<file path="config.mk">
export PLATFORM = sky130hd
export DESIGN_NAME = serial_tx
export DESIGN_NICKNAME = d
export VERILOG_FILES = /design/src/rtl/serial_tx.sv
export SDC_FILE = /design/constraint.sdc
export NUM_CORES = 1
export LEC_CHECK = 0
export ABC_AREA = 0
export BUFFER_PORTS_ARGS = -buffer_cell sky130_fd_sc_hd__buf_2
export CAP_MARGIN = 10
export CORE_UTILIZATION = 25
export CTS_CLUSTER_DIAMETER = 150
export DETAILED_ROUTE_END_ITERATION = 10
export MAX_ROUTING_LAYER = met4
export PLACE_DENSITY = 0.5
export SLEW_MARGIN = 40
export SYNTH_ARGS = -nofsm -noshare
export SYNTH_HDL_FRONTEND = slang
export SYNTH_SLANG_ARGS = --single-unit
</file>
<file path="constraint.sdc">
create_clock -name clk -period 1.58 [get_ports clk]
set_input_delay 0.316 -clock clk [delete_from_list [all_inputs] [get_ports clk]]
set_output_delay 0.316 -clock clk [all_outputs]
set_load 0.01 [all_outputs]
</file>
<file path="src/rtl/serial_tx.sv">
`default_nettype none
// ============================================================================
//  Module      : serial_tx
//  Description : Parallel-to-serial frame transmitter. Accepts a WIDTH-bit
//                word on a ready/load handshake and sends a start bit (0),
//                the data bits LSB first, then a stop bit (1). Each line bit
//                is held for CLKS_PER_BIT clocks.
//  Revision    : 1.0 - initial release
// ============================================================================
module serial_tx #(
    parameter int WIDTH        = 8,
    parameter int CLKS_PER_BIT = 4
) (
    input  logic             clk,
    input  logic             rst,
    input  logic [WIDTH-1:0] din,
    input  logic             load,
    output logic             ready,
    output logic             q,
    output logic             busy,
    output logic             done
);

    localparam int c_BIT_W  = $clog2(WIDTH + 1);
    localparam int c_BAUD_W = $clog2(CLKS_PER_BIT + 1);

    localparam logic [c_BIT_W-1:0]  c_BIT_LAST  = c_BIT_W'(WIDTH - 1);
    localparam logic [c_BAUD_W-1:0] c_BAUD_LAST = c_BAUD_W'(CLKS_PER_BIT - 1);

    typedef enum logic [1:0] {
        S_IDLE  = 2'd0,
        S_START = 2'd1,
        S_DATA  = 2'd2,
        S_STOP  = 2'd3
    } state_t;

    state_t               r_state;
    state_t               w_state_nxt;
    logic [WIDTH-1:0]     r_shift;
    logic [WIDTH-1:0]     w_shift_nxt;
    logic [WIDTH-1:0]     w_shift_sh;
    logic [c_BIT_W-1:0]   r_bit_cnt;
    logic [c_BIT_W-1:0]   w_bit_cnt_nxt;
    logic [c_BAUD_W-1:0]  r_baud_cnt;
    logic [c_BAUD_W-1:0]  w_baud_cnt_nxt;
    logic                 r_q;
    logic                 w_q_nxt;
    logic                 r_done;
    logic                 w_done_nxt;
    logic                 w_bit_end;

    // Handshake flags come straight from the state register.
    assign ready = (r_state == S_IDLE);
    assign busy  = ~ready;
    assign q     = r_q;
    assign done  = r_done;

    assign w_bit_end  = (r_baud_cnt == c_BAUD_LAST);
    assign w_shift_sh = r_shift >> 1;

    // State, datapath and registered line outputs; reset overrides everything.
    always_ff @(posedge clk) begin
        if (rst) begin
            r_state    <= S_IDLE;
            r_shift    <= '0;
            r_bit_cnt  <= '0;
            r_baud_cnt <= '0;
            r_q        <= 1'b1;
            r_done     <= 1'b0;
        end else begin
            r_state    <= w_state_nxt;
            r_shift    <= w_shift_nxt;
            r_bit_cnt  <= w_bit_cnt_nxt;
            r_baud_cnt <= w_baud_cnt_nxt;
            r_q        <= w_q_nxt;
            r_done     <= w_done_nxt;
        end
    end

    // Next-state logic; q is computed for the state being entered so that the
    // registered line changes in the same cycle as the state.
    always_comb begin
        w_state_nxt    = r_state;
        w_shift_nxt    = r_shift;
        w_bit_cnt_nxt  = r_bit_cnt;
        w_baud_cnt_nxt = r_baud_cnt;
        w_q_nxt        = 1'b1;
        w_done_nxt     = 1'b0;

        case (r_state)
            S_IDLE: begin
                if (load) begin
                    w_state_nxt    = S_START;
                    w_shift_nxt    = din;
                    w_bit_cnt_nxt  = '0;
                    w_baud_cnt_nxt = '0;
                    w_q_nxt        = 1'b0;
                end
            end

            S_START: begin
                w_q_nxt = 1'b0;
                if (w_bit_end) begin
                    w_state_nxt    = S_DATA;
                    w_bit_cnt_nxt  = '0;
                    w_baud_cnt_nxt = '0;
                    w_q_nxt        = r_shift[0];
                end else begin
                    w_baud_cnt_nxt = r_baud_cnt + c_BAUD_W'(1);
                end
            end

            S_DATA: begin
                w_q_nxt = r_shift[0];
                if (w_bit_end) begin
                    w_baud_cnt_nxt = '0;
                    w_shift_nxt    = w_shift_sh;
                    if (r_bit_cnt == c_BIT_LAST) begin
                        w_state_nxt   = S_STOP;
                        w_bit_cnt_nxt = '0;
                        w_q_nxt       = 1'b1;
                    end else begin
                        w_bit_cnt_nxt = r_bit_cnt + c_BIT_W'(1);
                        w_q_nxt       = w_shift_sh[0];
                    end
                end else begin
                    w_baud_cnt_nxt = r_baud_cnt + c_BAUD_W'(1);
                end
            end

            S_STOP: begin
                w_q_nxt = 1'b1;
                if (w_bit_end) begin
                    w_state_nxt    = S_IDLE;
                    w_baud_cnt_nxt = '0;
                    w_bit_cnt_nxt  = '0;
                    w_done_nxt     = 1'b1;
                end else begin
                    w_baud_cnt_nxt = r_baud_cnt + c_BAUD_W'(1);
                end
            end

            default: begin
                w_state_nxt = S_IDLE;
            end
        endcase
    end

endmodule
`default_nettype wire

</file>
==> key figures, run 1 <==
Power
  • Logic gate share of total power: 0.607
  • Net Switching: approximately 0.0011 W
  • Final Power: around 0.0028 W
  • Switching fraction of total power: 0.386
  • Worst VDD drop: around 0.00075 V
  • Pwr dens: 1910 nW/um^2
  • P_leak: between 0.5 and 0.6 nW
  • Clock Power Share: 0.126
  • Total internal power: between 0.0015 and 0.002 W
  • Flop pwr share: 0.267

Worst setup path
  • CP Max Fanout: 7
  • CP startpoint: r_state[1]$_SDFFE_PP0P_
  • FF-to-FF setup slack: approximately 0.045 ns
  • CP startpoint kind: register
  • Required @ worst endpoint: 1.72 ns
  • WS Path Type: reg2reg
  • Arrival time worst endpoint: 1.67 ns
  • Crit-path cells: inv_4 -> ha_4 -> and2b_4 -> a211oi_4 -> buf_6 -> nand2b_4 -> a21oi_2
  • Crit path max-delay family: flip-flops
  • Crit-path max cell delay: 0.39 ns
  • Reg-to-Reg Start: r_state[1]$_SDFFE_PP0P_
  • Critical Path End Type: register
  • Slowest cell on crit path: dfxtp_4
  • WP buf/inv: 2

Logic synthesis
  • Mapped Nets: 121
  • FF+latch count, synth: 19
  • EDFF count, synth: 0
  • Main flop type after synthesis: dfxtp_1
  • Post-synth top area share: 0.379
  • Mean Syn Cell Area: 9.66 um^2
  • Distinct cells, synth: 38
  • Yosys warnings: 0
  • Seq/Total Area, Yosys: 0.379
  • Post-synth top area cell: dfxtp_1
  • Mapped Cells: roughly 100
  • Share of flip-flops with an asynchronous set or reset: 0
  • Largest cells by area after synthesis: dfxtp_1 38%, ha_1 7.5%, mux2i_1 7.0%, nor2_1 4.1%, a211oi_1 3.7%
  • Mapped cell area: 1000 um^2

GRT
  • Largest net degree at the start of global routing: 21
  • First-pass GRT wire length: ~4100 um
  • Initial antenna violation count: 0
  • Overall routing resource usage: 0.128
  • Vias in the first global route: between 900 and 1000
  • Gr ovfl total: 0

Timing
  • Final Critical Period: 1.54 ns
  • Slew @ Worst Pin: roughly 0.46 ns
  • Slew Limit Fails: 0
  • Setup-failing EPs final: 0
  • Fmax: 651 MHz
  • Worst Skew: ~0.00079 ns
  • Period utilisation layout: 0.972
  • Setup slack after layout: 0.0449 ns
  • Endpoints failing hold: 0
  • Slew margin rel.: 0.695
  • RSZ-0062 raised after global routing: true

Clock tree
  • Clock sinks: 19
  • CTS tree: done
  • Htree depth: 1
  • Longest Clk Path Bufs: 2
  • CTS clk-pin slew, worst paths: ~0.080 ns
  • Hold buffer count at CTS: 0
  • Clk root buf: clkbuf_8
  • TritonCTS buffer count: 3
  • Clock Latency Late Sink: around 0.26 ns

Placed design
  • I/O Buffers: 14
  • Hpwl dp: roughly 1600 um
  • GP Congestion: roughly 0.8
  • Pre-CTS WS: -0.0668 ns
  • Placed cell areas: 1250 um^2

Finish
  • Nets: 158
  • Layout Area Growth over Synthesis: 45.8%
  • Antenna Cells: 0
  • Ratio of cells with drive above 1 in the final layout: 0.500
  • Post-route cell area: 1470 um^2
  • Core Util, Final: 0.391

Detailed routing
  • Wire length per cell: 12.4 um
  • 1st-pass router iterations: 4
  • Routed WL: 2340 um
  • Vias per cell: 4.63
  • Via count: 870
  • DR iter-0 viols: 12
  • Remaining DRCs: 0
  • Routed Antenna Nets: 0

Die
  • Die Area: 4280 um^2
  • Die Ht: 65.4 um
  • Site Rows: 22
  • Width of the die: 65.4 um
  • Initial Utilization: 0.268
  • Io pins: 15
  • CORE AREA: around 3700 um^2

Run
  • Maxcap violations: 0

Run status
  • Status: finished, final reports clean

Hold path
  • Hold Crit Class: in2reg
  • Min-delay src: din[7]
layer usage:
| metal | up-vias | share of wire | GRT usage |
|---|---|---|---|
| li1 | 450 | - | - |
| met1 | 405 | 0.46 | 0.154 |
| met2 | 13 | 0.51 | 0.216 |
| met3 | 2 | 0.030 | 0.0313 |
| met4 | 0 | 0.0051 | 0.0245 |
| met5 | - | 0 | - |
cell usage after synthesis (all sizes together) (2+ instances only):
library cell / n
a2111oi: 2
a211oi: 8
a21oi: 6
a31oi: 3
buf: 2
clkbuf: 2
dfxtp: 19
ha: 6
inv: 6
mux2i: 7
nand2: 3
nand2b: 3
nand4b: 2
nor2: 12
nor3: 2
o21a: 2
o21ai: 3
or3: 2
layout by cell type (no fill, tap or decap), types with 2 or more instances in the layout:
master	count
a211oi_1	2
a211oi_2	5
a21oi_1	4
a21oi_2	2
a31oi_1	3
buf_2	14
buf_4	18
buf_6	3
clkbuf_8	3
dfxtp_1	15
dfxtp_2	2
dfxtp_4	2
ha_1	2
ha_4	3
inv_1	3
inv_4	2
mux2i_1	7
nand2_1	3
nand2b_4	2
nand4b_1	2
nor2_1	10
nor2_2	2
o21a_1	2
or3_1	2
registers in the layout (all words and copies together) (netlist names):
register	cells
r_baud_cnt	3
q	1
r_bit_cnt	4
r_shift	8
done	1
r_state	2
through the flow:
stage | hold slack [ns] | TNS, ns | cells
3_5_place_dp | 0.473 | -0.107 | 176
5_1_grt | 0.348 | -0.0220 | 188
4_1_cts | 0.324 | -0.00947 | 188
2_1_floorplan | 0.446 | 0 | 104
3_3_place_gp | 0.456 | 0 | 176
6_report | 0.344 | 0 | 188
power groups by stage:
stage / combinational (W) / sequential [W] / clock, W
floorplan: 0.000862 / 0.000696 / 0
global placement: 0.00127 / 0.000704 / 0
finish: 0.00170 / 0.000747 / 0.000354
CTS: 0.00173 / 0.000733 / 0.000372
detailed placement: 0.00129 / 0.000713 / 0
global route: 0.00186 / 0.000762 / 0.000394
layout make-up:
cell class / count / area [um^2]
repair buffers: 36 / 259
flip-flops and latches: 19 / 390
multi-input cells: 75 / 679
clock inverters: 1 / 7.51
inverters: 6 / 27.5
clock buffers: 3 / 41.3
well taps: 48 / 60.1
fillers: 394 / 2280
final timing paths:
kind                                           endpoint  cells after the start
worst min-delay path            r_shift[7]$_SDFFE_PP0P_                      3
worst max-delay path            r_shift[7]$_SDFFE_PP0P_                      7
worst max register to register  r_shift[7]$_SDFFE_PP0P_                      7
worst min register to register  r_shift[7]$_SDFFE_PP0P_                      2
logic make-up after synthesis:
logic type	share of synthesized area
buffers and inverters	0.0523
adder cells (fa/ha/maj)	0.0747
flip-flops	0.379
AND/OR/NAND/NOR	0.196
AO/OA/AOI/OAI	0.218
multiplexers	0.0809
worst min-delay path, cell delays in order:
cell	delay, ns
buf_2	0.10
nand3_1	0.09
a21oi_2	0.06
what timing repair did:
| action | CTS | global route |
|---|---|---|
| setup endpoints to repair | 10 | 14 |
| setup buffers | 7 | 1 |
| resized for setup | 19 | 12 |
| pin swaps | 5 | 8 |
| gates cloned | 1 | 0 |
(Power assumes the default switching activity.)
==> inputs of run 2 (changes only) <==
--- a/config.mk
+++ b/config.mk
@@ -6,13 +6,14 @@
 export NUM_CORES = 1
 export LEC_CHECK = 0
 export ABC_AREA = 0
-export BUFFER_PORTS_ARGS = -buffer_cell sky130_fd_sc_hd__buf_2
+export BUFFER_PORTS_ARGS = -buffer_cell sky130_fd_sc_hd__clkbuf_2
 export CAP_MARGIN = 10
 export CORE_UTILIZATION = 25
 export CTS_CLUSTER_DIAMETER = 150
 export DETAILED_ROUTE_END_ITERATION = 10
 export MAX_ROUTING_LAYER = met4
 export PLACE_DENSITY = 0.5
+export RECOVER_POWER = 25
 export SLEW_MARGIN = 40
 export SYNTH_ARGS = -nofsm -noshare
 export SYNTH_HDL_FRONTEND = slang
==> run 2 against run 1 <==
  * Die area unchanged
  * Non-clock buffer count down 10
  * Setup slack worse by 0.012 ns
  * Largest power group unchanged
  * Global-route usage down 1.2 points
  * Core utilization down 3.0 points
  * Combinational power down 17%
  * Clock-buffer cell count unchanged
  * Sequential cell count unchanged
  * Critical endpoint is now q$_SDFF_PP1_
==> key figures, run 2 (synthesis results as in run 1) <==
Clock tree
  • Clock sinks: 19 (unchanged)
  • Clock Latency Late Sink: 0.26 ns (about the same)
  • Longest Clk Path Bufs: 2 (unchanged)
  • CTS clk-pin slew, worst paths: 0.08 ns (about the same)
  • Htree depth: 1 (unchanged)
  • CTS tree: done
  • Clk root buf: clkbuf_8
  • Hold buffer count at CTS: 0 (unchanged)
  • TritonCTS buffer count: 3 (unchanged)

Detailed routing
  • Via count: 825 (-5.2%)
  • Remaining DRCs: 0 (unchanged)
  • Routed Antenna Nets: 0 (unchanged)
  • Vias per cell: 4.63 (+0.15%)
  • 1st-pass router iterations: 3 (-1)
  • Routed WL: 2090 um (-11%)
  • DR iter-0 viols: 7 (-5)
  • Wire length per cell: 11.7 um (-5.6%)

GRT
  • Largest net degree at the start of global routing: 21 (unchanged)
  • Vias in the first global route: 852 (-6.8%)
  • Initial antenna violation count: 0 (unchanged)
  • First-pass GRT wire length: 3730 um (-9.2%)
  • Overall routing resource usage: 0.116 (-0.0116)
  • Gr ovfl total: 0 (unchanged)

Power
  • Worst VDD drop: 0.000945 V (+25%)
  • Final Power: 0.00248 W (-11%)
  • P_leak: 0.493 nW (-12%)
  • Pwr dens: 1830 nW/um^2 (-4.1%)

Placed design
  • Pre-CTS WS: -0.0549 ns (+0.0119 ns)
  • GP Congestion: 0.777 (-2.5%)
  • Hpwl dp: 1520 um (-7.0%)
  • I/O Buffers: 14 (unchanged)

Die
  • Die Area: 4280 um^2 (unchanged)
  • Io pins: 15 (unchanged)
  • Site Rows: 22 (unchanged)
  • Initial Utilization: 0.268 (unchanged)
  • Die Ht: 65.4 um (unchanged)
  • CORE AREA: 3740 um^2 (unchanged)
  • Width of the die: 65.4 um (unchanged)

Timing
  • Worst Skew: 0.00312 ns (+0.00234 ns)
  • Setup slack after layout: 0.0330 ns (-0.0118 ns)
  • RSZ-0062 raised after global routing: true
  • Endpoints failing hold: 0 (unchanged)
  • Slew Limit Fails: 0 (unchanged)
  • Slew margin rel.: 0.695 (about the same)
  • Period utilisation layout: 0.979 (+0.00749)
  • Setup-failing EPs final: 0 (unchanged)
  • Slew @ Worst Pin: 0.457 ns (-0.000598 ns)
  • Total Neg Setup Slack: 0 ns (unchanged)
  • Fmax: 646 MHz (-0.76%)
  • Final Critical Period: 1.55 ns (+0.0118 ns)

Finish
  • Largest Register: r_shift
  • Most frequent cells in the layout: 15 x dfxtp_1, 12 x clkbuf_2, 10 x nor2_1, 10 x buf_4, 7 x mux2i_1
  • Fill cells: 408 (+3.6%)
  • Ratio of cells with drive above 1 in the final layout: 0.400 (-0.100)
  • Multi-input logic area: 663 um^2 (-2.4%)
  • Reg area: 388 um^2 (-0.64%)
  • Regs by FF count: r_shift x8, r_bit_cnt x4, r_baud_cnt x3
  • Layout Area Growth over Synthesis: 34.7%
  • Largest register FFs: 8 (unchanged)
  • Nets: 148 (-6.3%)
  • Antenna Cells: 0 (unchanged)
  • Commonest non-fill, non-tap cell in the layout: dfxtp_1

Worst setup path
  • Critical Path End Type: register
  • Critical Path End: q$_SDFF_PP1_
  • R2R Path End: q$_SDFF_PP1_
  • Arrival time worst endpoint: 1.70 ns (+0.03 ns)
  • Worst reg2reg path depth: 5 (-2)
  • WS Path Type: reg2reg
  • CP startpoint kind: register
  • Required @ worst endpoint: 1.73 ns (about the same)
  • Reg-to-Reg Start: r_baud_cnt[1]$_SDFFE_PP0P_
  • CP startpoint: r_baud_cnt[1]$_SDFFE_PP0P_
  • FF-to-FF setup slack: 0.03 ns (about the same)
  • CP Max Fanout: 2 (-5)

Run status
  • Status: finished, final reports clean

Run
  • Maxcap violations: 0 (unchanged)

Hold path
  • Hold Crit Class: in2reg
-- run 2: cell types whose count changed in the layout (fill, tap and decap cells not counted), moves of 2 or more --
cell | previous run | this run
a21oi_1 | 4 | 6
a21oi_2 | 2 | 0
buf_2 | 14 | 0
buf_4 | 18 | 10
buf_6 | 3 | 0
clkbuf_1 | 0 | 3
clkbuf_2 | 0 | 12
-- run 2: worst min-delay path by stage --
stage                     cells past startpoint                       to                     from  slack, ns
after floorplan                               2  r_shift[7]$_SDFFE_PP0P_  r_shift[7]$_SDFFE_PP0P_       0.45
after global placement                        2  r_shift[7]$_SDFFE_PP0P_  r_shift[7]$_SDFFE_PP0P_       0.46
after detailed placement                      2  r_shift[7]$_SDFFE_PP0P_  r_shift[7]$_SDFFE_PP0P_       0.47
after CTS                                     3  r_shift[7]$_SDFFE_PP0P_                   din[7]       0.30
after global routing                          3  r_shift[7]$_SDFFE_PP0P_                   din[7]       0.34
final                                         3  r_shift[7]$_SDFFE_PP0P_                   din[7]       0.31
-- run 2: where the power goes --
part	internal [W]	switching, W
Clock	0.000178	0.000172
Combinational	0.000706	0.000701
Sequential	0.000625	0.000100
-- run 2: routing by layer --
metal / track usage / part of all wire / up-vias
li1: - / - / 428
met1: 0.141 / 0.49 / 381
met2: 0.188 / 0.47 / 14
met3: 0.0365 / 0.033 / 2
met4: 0.0245 / 0.0057 / 0
met5: - / 0 / -
-- run 2: per-stage QoR --
| step | instances | util | area (um^2) | hold WS [ns] |
|---|---|---|---|---|
| after floorplan | 104 | - | 1030 | 0.446 |
| after detailed placement | 173 | 0.327 | 1220 | 0.467 |
| after CTS | 177 | 0.350 | 1310 | 0.297 |
| after global placement | 173 | 0.327 | 1220 | 0.458 |
| final | 178 | 0.362 | 1350 | 0.314 |
| after global routing | 178 | 0.362 | 1350 | 0.344 |
-- run 2: timing repair --
item,CTS,global route
setup endpoints to repair,6,9
cloned,0,0
pin swaps,1,3
setup buffers,0,1
gates resized for setup,9,11
-- run 2: worst max-delay path: stages, from the launching register on --
cell       delay, ns
dfxtp_2         0.36
ha_4            0.14
nor2b_4         0.14
mux2_2          0.36
a2111oi_4       0.36
o21bai_1        0.09
-- run 2: final cells by class --
class                           count  share of cell area
Clock buffer                        3              0.0305
Clock inverter                      1             0.00555
Inverter                            6              0.0203
Multi-Input combinational cell     75               0.490
Sequential cell                    19               0.287
Tap cell                           48              0.0444
Timing Repair Buffer               26               0.123
==> inputs of run 3 (changes only) <==
--- a/config.mk
+++ b/config.mk
@@ -5,7 +5,7 @@
 export SDC_FILE = /design/constraint.sdc
 export NUM_CORES = 1
 export LEC_CHECK = 0
-export ABC_AREA = 0
+export ABC_AREA = 1
 export BUFFER_PORTS_ARGS = -buffer_cell sky130_fd_sc_hd__clkbuf_2
 export CAP_MARGIN = 10
 export CORE_UTILIZATION = 25
==> run 3 against run 2 <==
  * First-iteration DRC count grew to 6.7 times the previous value
  * Sequential share of layout area grew 4.3 points
  * Sequential cell count is the same
  * Routed wire length shrank 7.2%
  * Largest cell class unchanged
  * Core utilization shrank 4.9 points
  * Synthesized area shrank 3.4%
  * Cell area shrank 15%
  * Via count grew 7.0%
  * Setup slack gained 0.049 ns
  * Sequential power shrank 9.1%
==> key figures, run 3 <==
Placed design
  • GP Congestion: 0.818 (+5.3%)
  • Hpwl dp: 1460 um (-4.2%)
  • I/O Buffers: 14 (unchanged)

Hold path
  • Hold Crit Class: in2reg
  • Hold Crit Depth: 3 (unchanged)
  • WHS Endpoint: r_shift[7]$_SDFFE_PP0P_
  • Min-delay src: din[7]

Logic synthesis
  • Post-synth top cells: 29 x nand2_1, 19 x dfxtp_1, 18 x a21oi_1, 18 x inv_1, 14 x o21ai_0
  • FF+latch count, synth: 19 (unchanged)
  • Main flop type after synthesis: dfxtp_1
  • Distinct cells, synth: 18 (-53%)
  • Yosys warnings: 0 (unchanged)
  • Post-synth top area cell: dfxtp_1
  • Count leader, synth: nand2_1
  • Share of flip-flops with an asynchronous set or reset: 0 (unchanged)
  • Largest cells by area after synthesis: dfxtp_1 39%, nand2_1 11%, a21oi_1 9.3%, ha_1 7.7%, o21ai_0 7.2%
  • Mapped Cells: 136 (+31%)
  • EDFF count, synth: 0 (unchanged)
  • Mapped Nets: 153 (+26%)
  • Mean Syn Cell Area: 7.14 um^2 (-26%)
  • Seq/Total Area, Yosys: 0.392 (+0.0132)
  • Post-synth top area share: 0.392 (+0.0132)
  • Mapped cell area: 971 um^2 (-3.4%)

Finish
  • Antenna Cells: 0 (unchanged)
  • Regs by FF count: r_shift x8, r_bit_cnt x4, r_baud_cnt x3
  • Commonest non-fill, non-tap cell in the layout: nand2_1
  • Layout Area Growth over Synthesis: 18.9%
  • Nets: 172 (+16%)
  • Largest Register: r_shift
  • Most frequent cells in the layout: 27 x nand2_1, 19 x dfxtp_1, 18 x a21oi_1, 17 x inv_1, 14 x o21ai_0
  • Fill cells: 417 (+2.2%)
  • Largest register FFs: 8 (unchanged)
  • Ratio of cells with drive above 1 in the final layout: 0.182 (-0.218)

Timing
  • WHS: 0.348 ns (+0.0331 ns)
  • RSZ-0062 raised after global routing: false
  • Worst Skew: 0.00371 ns (+0.000585 ns)
  • Total Neg Setup Slack: 0 ns (unchanged)
  • Setup-failing EPs final: 0 (unchanged)
  • Slew @ Worst Pin: 0.268 ns (-0.189 ns)
  • Slew margin rel.: 0.821 (+0.126)
  • Endpoints failing hold: 0 (unchanged)
  • Fmax: 668 MHz (+3.3%)
  • Period utilisation layout: 0.948 (-0.0311)
  • Slew Limit Fails: 0 (unchanged)
  • Final Critical Period: 1.50 ns (-0.0492 ns)

Worst setup path
  • Crit-path max cell delay: 0.36 ns (about the same)
  • CP startpoint kind: register
  • Crit path max-delay family: flip-flops
  • WP buf/inv: 3 (+3)
  • Reg-to-Reg Start: r_state[0]$_SDFFE_PP0P_
  • Crit-path cells: inv_1 -> ha_2 -> inv_2 -> clkbuf_2
  • FF-to-FF setup slack: 0.14 ns (+0.11 ns)
  • Required @ worst endpoint: 1.26 ns (-0.47 ns)
  • R2R Path End: r_shift[5]$_SDFFE_PP0P_
  • Arrival time worst endpoint: 1.18 ns (-0.52 ns)
  • Slowest cell on crit path: dfxtp_1
  • WS Path Type: reg2out
  • CP Max Fanout: 5 (+3)
  • Critical Path End Type: output port
  • Worst reg2reg path depth: 8 (+3)

GRT
  • First-pass GRT wire length: 3290 um (-12%)
  • Met1 Use GR: 0.139 (-0.00201)
  • Vias in the first global route: 755 (-11%)
  • Overall routing resource usage: 0.104 (-0.0121)
  • GR Util met3: 0.0339 (-0.00253)
  • Met2 usage: 0.154 (-0.0342)
  • Largest net degree at the start of global routing: 16 (-24%)
  • Initial antenna violation count: 0 (unchanged)
  • Top Usage Layer GRT: met2
  • Gr ovfl total: 0 (unchanged)

Die
  • Die Area: 4140 um^2 (-3.3%)
  • Initial Utilization: 0.263 (-0.00515)
  • Site Rows: 22 (unchanged)
  • Io pins: 15 (unchanged)
  • Die Ht: 64.3 um (-1.6%)
  • Width of the die: 64.3 um (-1.6%)
  • CORE AREA: 3690 um^2 (-1.5%)

Clock tree
  • CTS clk-pin slew, worst paths: 0.07 ns (about the same)
  • Clk root buf: clkbuf_8
  • Longest Clk Path Bufs: 2 (unchanged)
  • TritonCTS buffer count: 3 (unchanged)
  • Clock Latency Late Sink: 0.25 ns (about the same)
  • Clock sinks: 19 (unchanged)
  • CTS tree: done
  • Htree depth: 1 (unchanged)

Detailed routing
  • Wire length per cell: 9.58 um (-18%)
  • Routed WL: 1940 um (-7.2%)
  • Vias per cell: 4.37 (-5.7%)
  • Remaining DRCs: 0 (unchanged)
  • 1st-pass router iterations: 4 (+1)
  • Via count: 883 (+7.0%)
  • DR iter-0 viols: 47 (+40)
  • Routed Antenna Nets: 0 (unchanged)

Run
  • Maxcap violations: 0 (unchanged)

Power
  • Pwr dens: 1550 nW/um^2 (-16%)
  • Worst VDD drop: 0.000543 V (-42%)
  • P_leak: 0.522 nW (+5.9%)
  • Final Power: 0.00178 W (-28%)

Run status
  • Status: finished, final reports clean
==> run 3: changes by cell type after synthesis, sizes merged, moves of 3 or more <==
cell / change
mux2i: -7
nand3: +9
a31oi: -3
a211oi: -7
inv: +14
nand2b: -3
nand2: +28
o21ai: +13
nor2: -4
a21oi: +12
==> run 3: logic make-up (layout without fill, tap and decap cells) <==
logic type,Yosys count,count (layout),synth area share
adders and majority gates,6,6,0.0773
buffers and inverters,23,41,0.104
and+or+nand+nor,53,53,0.244
DFF,19,19,0.392
AOI/OAI and AO/OA,35,35,0.183
==> run 3: worst min-delay path, stage by stage <==
cell      delay, ns
clkbuf_2       0.08
nand4_1        0.09
a21oi_1        0.07
==> run 3: how the worst max path moves through the flow <==
stage	start	end	slack, ns	cells past startpoint
after global routing	r_state[0]$_SDFFE_PP0P_	r_shift[4]$_SDFFE_PP0P_	0.002	8
after CTS	r_state[0]$_SDFFE_PP0P_	r_shift[0]$_SDFFE_PP0P_	0.007	6
after global placement	r_state[0]$_SDFFE_PP0P_	r_shift[4]$_SDFFE_PP0P_	0.12	7
after floorplan	r_state[0]$_SDFFE_PP0P_	r_shift[1]$_SDFFE_PP0P_	0.17	8
final	r_state[0]$_SDFFE_PP0P_	busy	0.08	4
after detailed placement	r_state[0]$_SDFFE_PP0P_	r_shift[5]$_SDFFE_PP0P_	0.04	7
==> run 3: per-stage QoR <==
stage / cell area [um^2] / setup WS (ns) / util / cells
after global placement: 1090 / 0.118 / 0.295 / 197
after CTS: 1130 / 0.00663 / 0.308 / 201
after detailed placement: 1090 / 0.0395 / 0.295 / 197
after global routing: 1150 / 0.00204 / 0.313 / 202
final: 1150 / 0.0822 / 0.313 / 202
after floorplan: 971 / 0.173 / - / 136
==> run 3: timing repair <==
action,CTS,global route
setup endpoints to repair,1,12
buffers inserted,0,1
hold buffers,0,0
resized for setup,1,4
==> run 3: final cells by class <==
cell class	instances	area, um^2	area share
clock buffer	4	45.0	0.0390
inverter	20	75.1	0.0650
multi-input combinational	94	504	0.437
sequential	19	380	0.329
tap	48	60.1	0.0520
timing repair buffer	17	90.1	0.0780
==> run 3: routing by layer <==
layer	wire length, um	share of wire
met1	1020	0.53
met2	840	0.43
met3	75	0.039
met4	0	0
met5	0	0
==> run 3: report_power, final <==
part           internal (W)  switching (W)  total (W)
logic              0.000294       0.000500   0.000795
registers          0.000600      0.0000585   0.000659
clock network      0.000179       0.000153   0.000332
total               0.00107       0.000711    0.00178
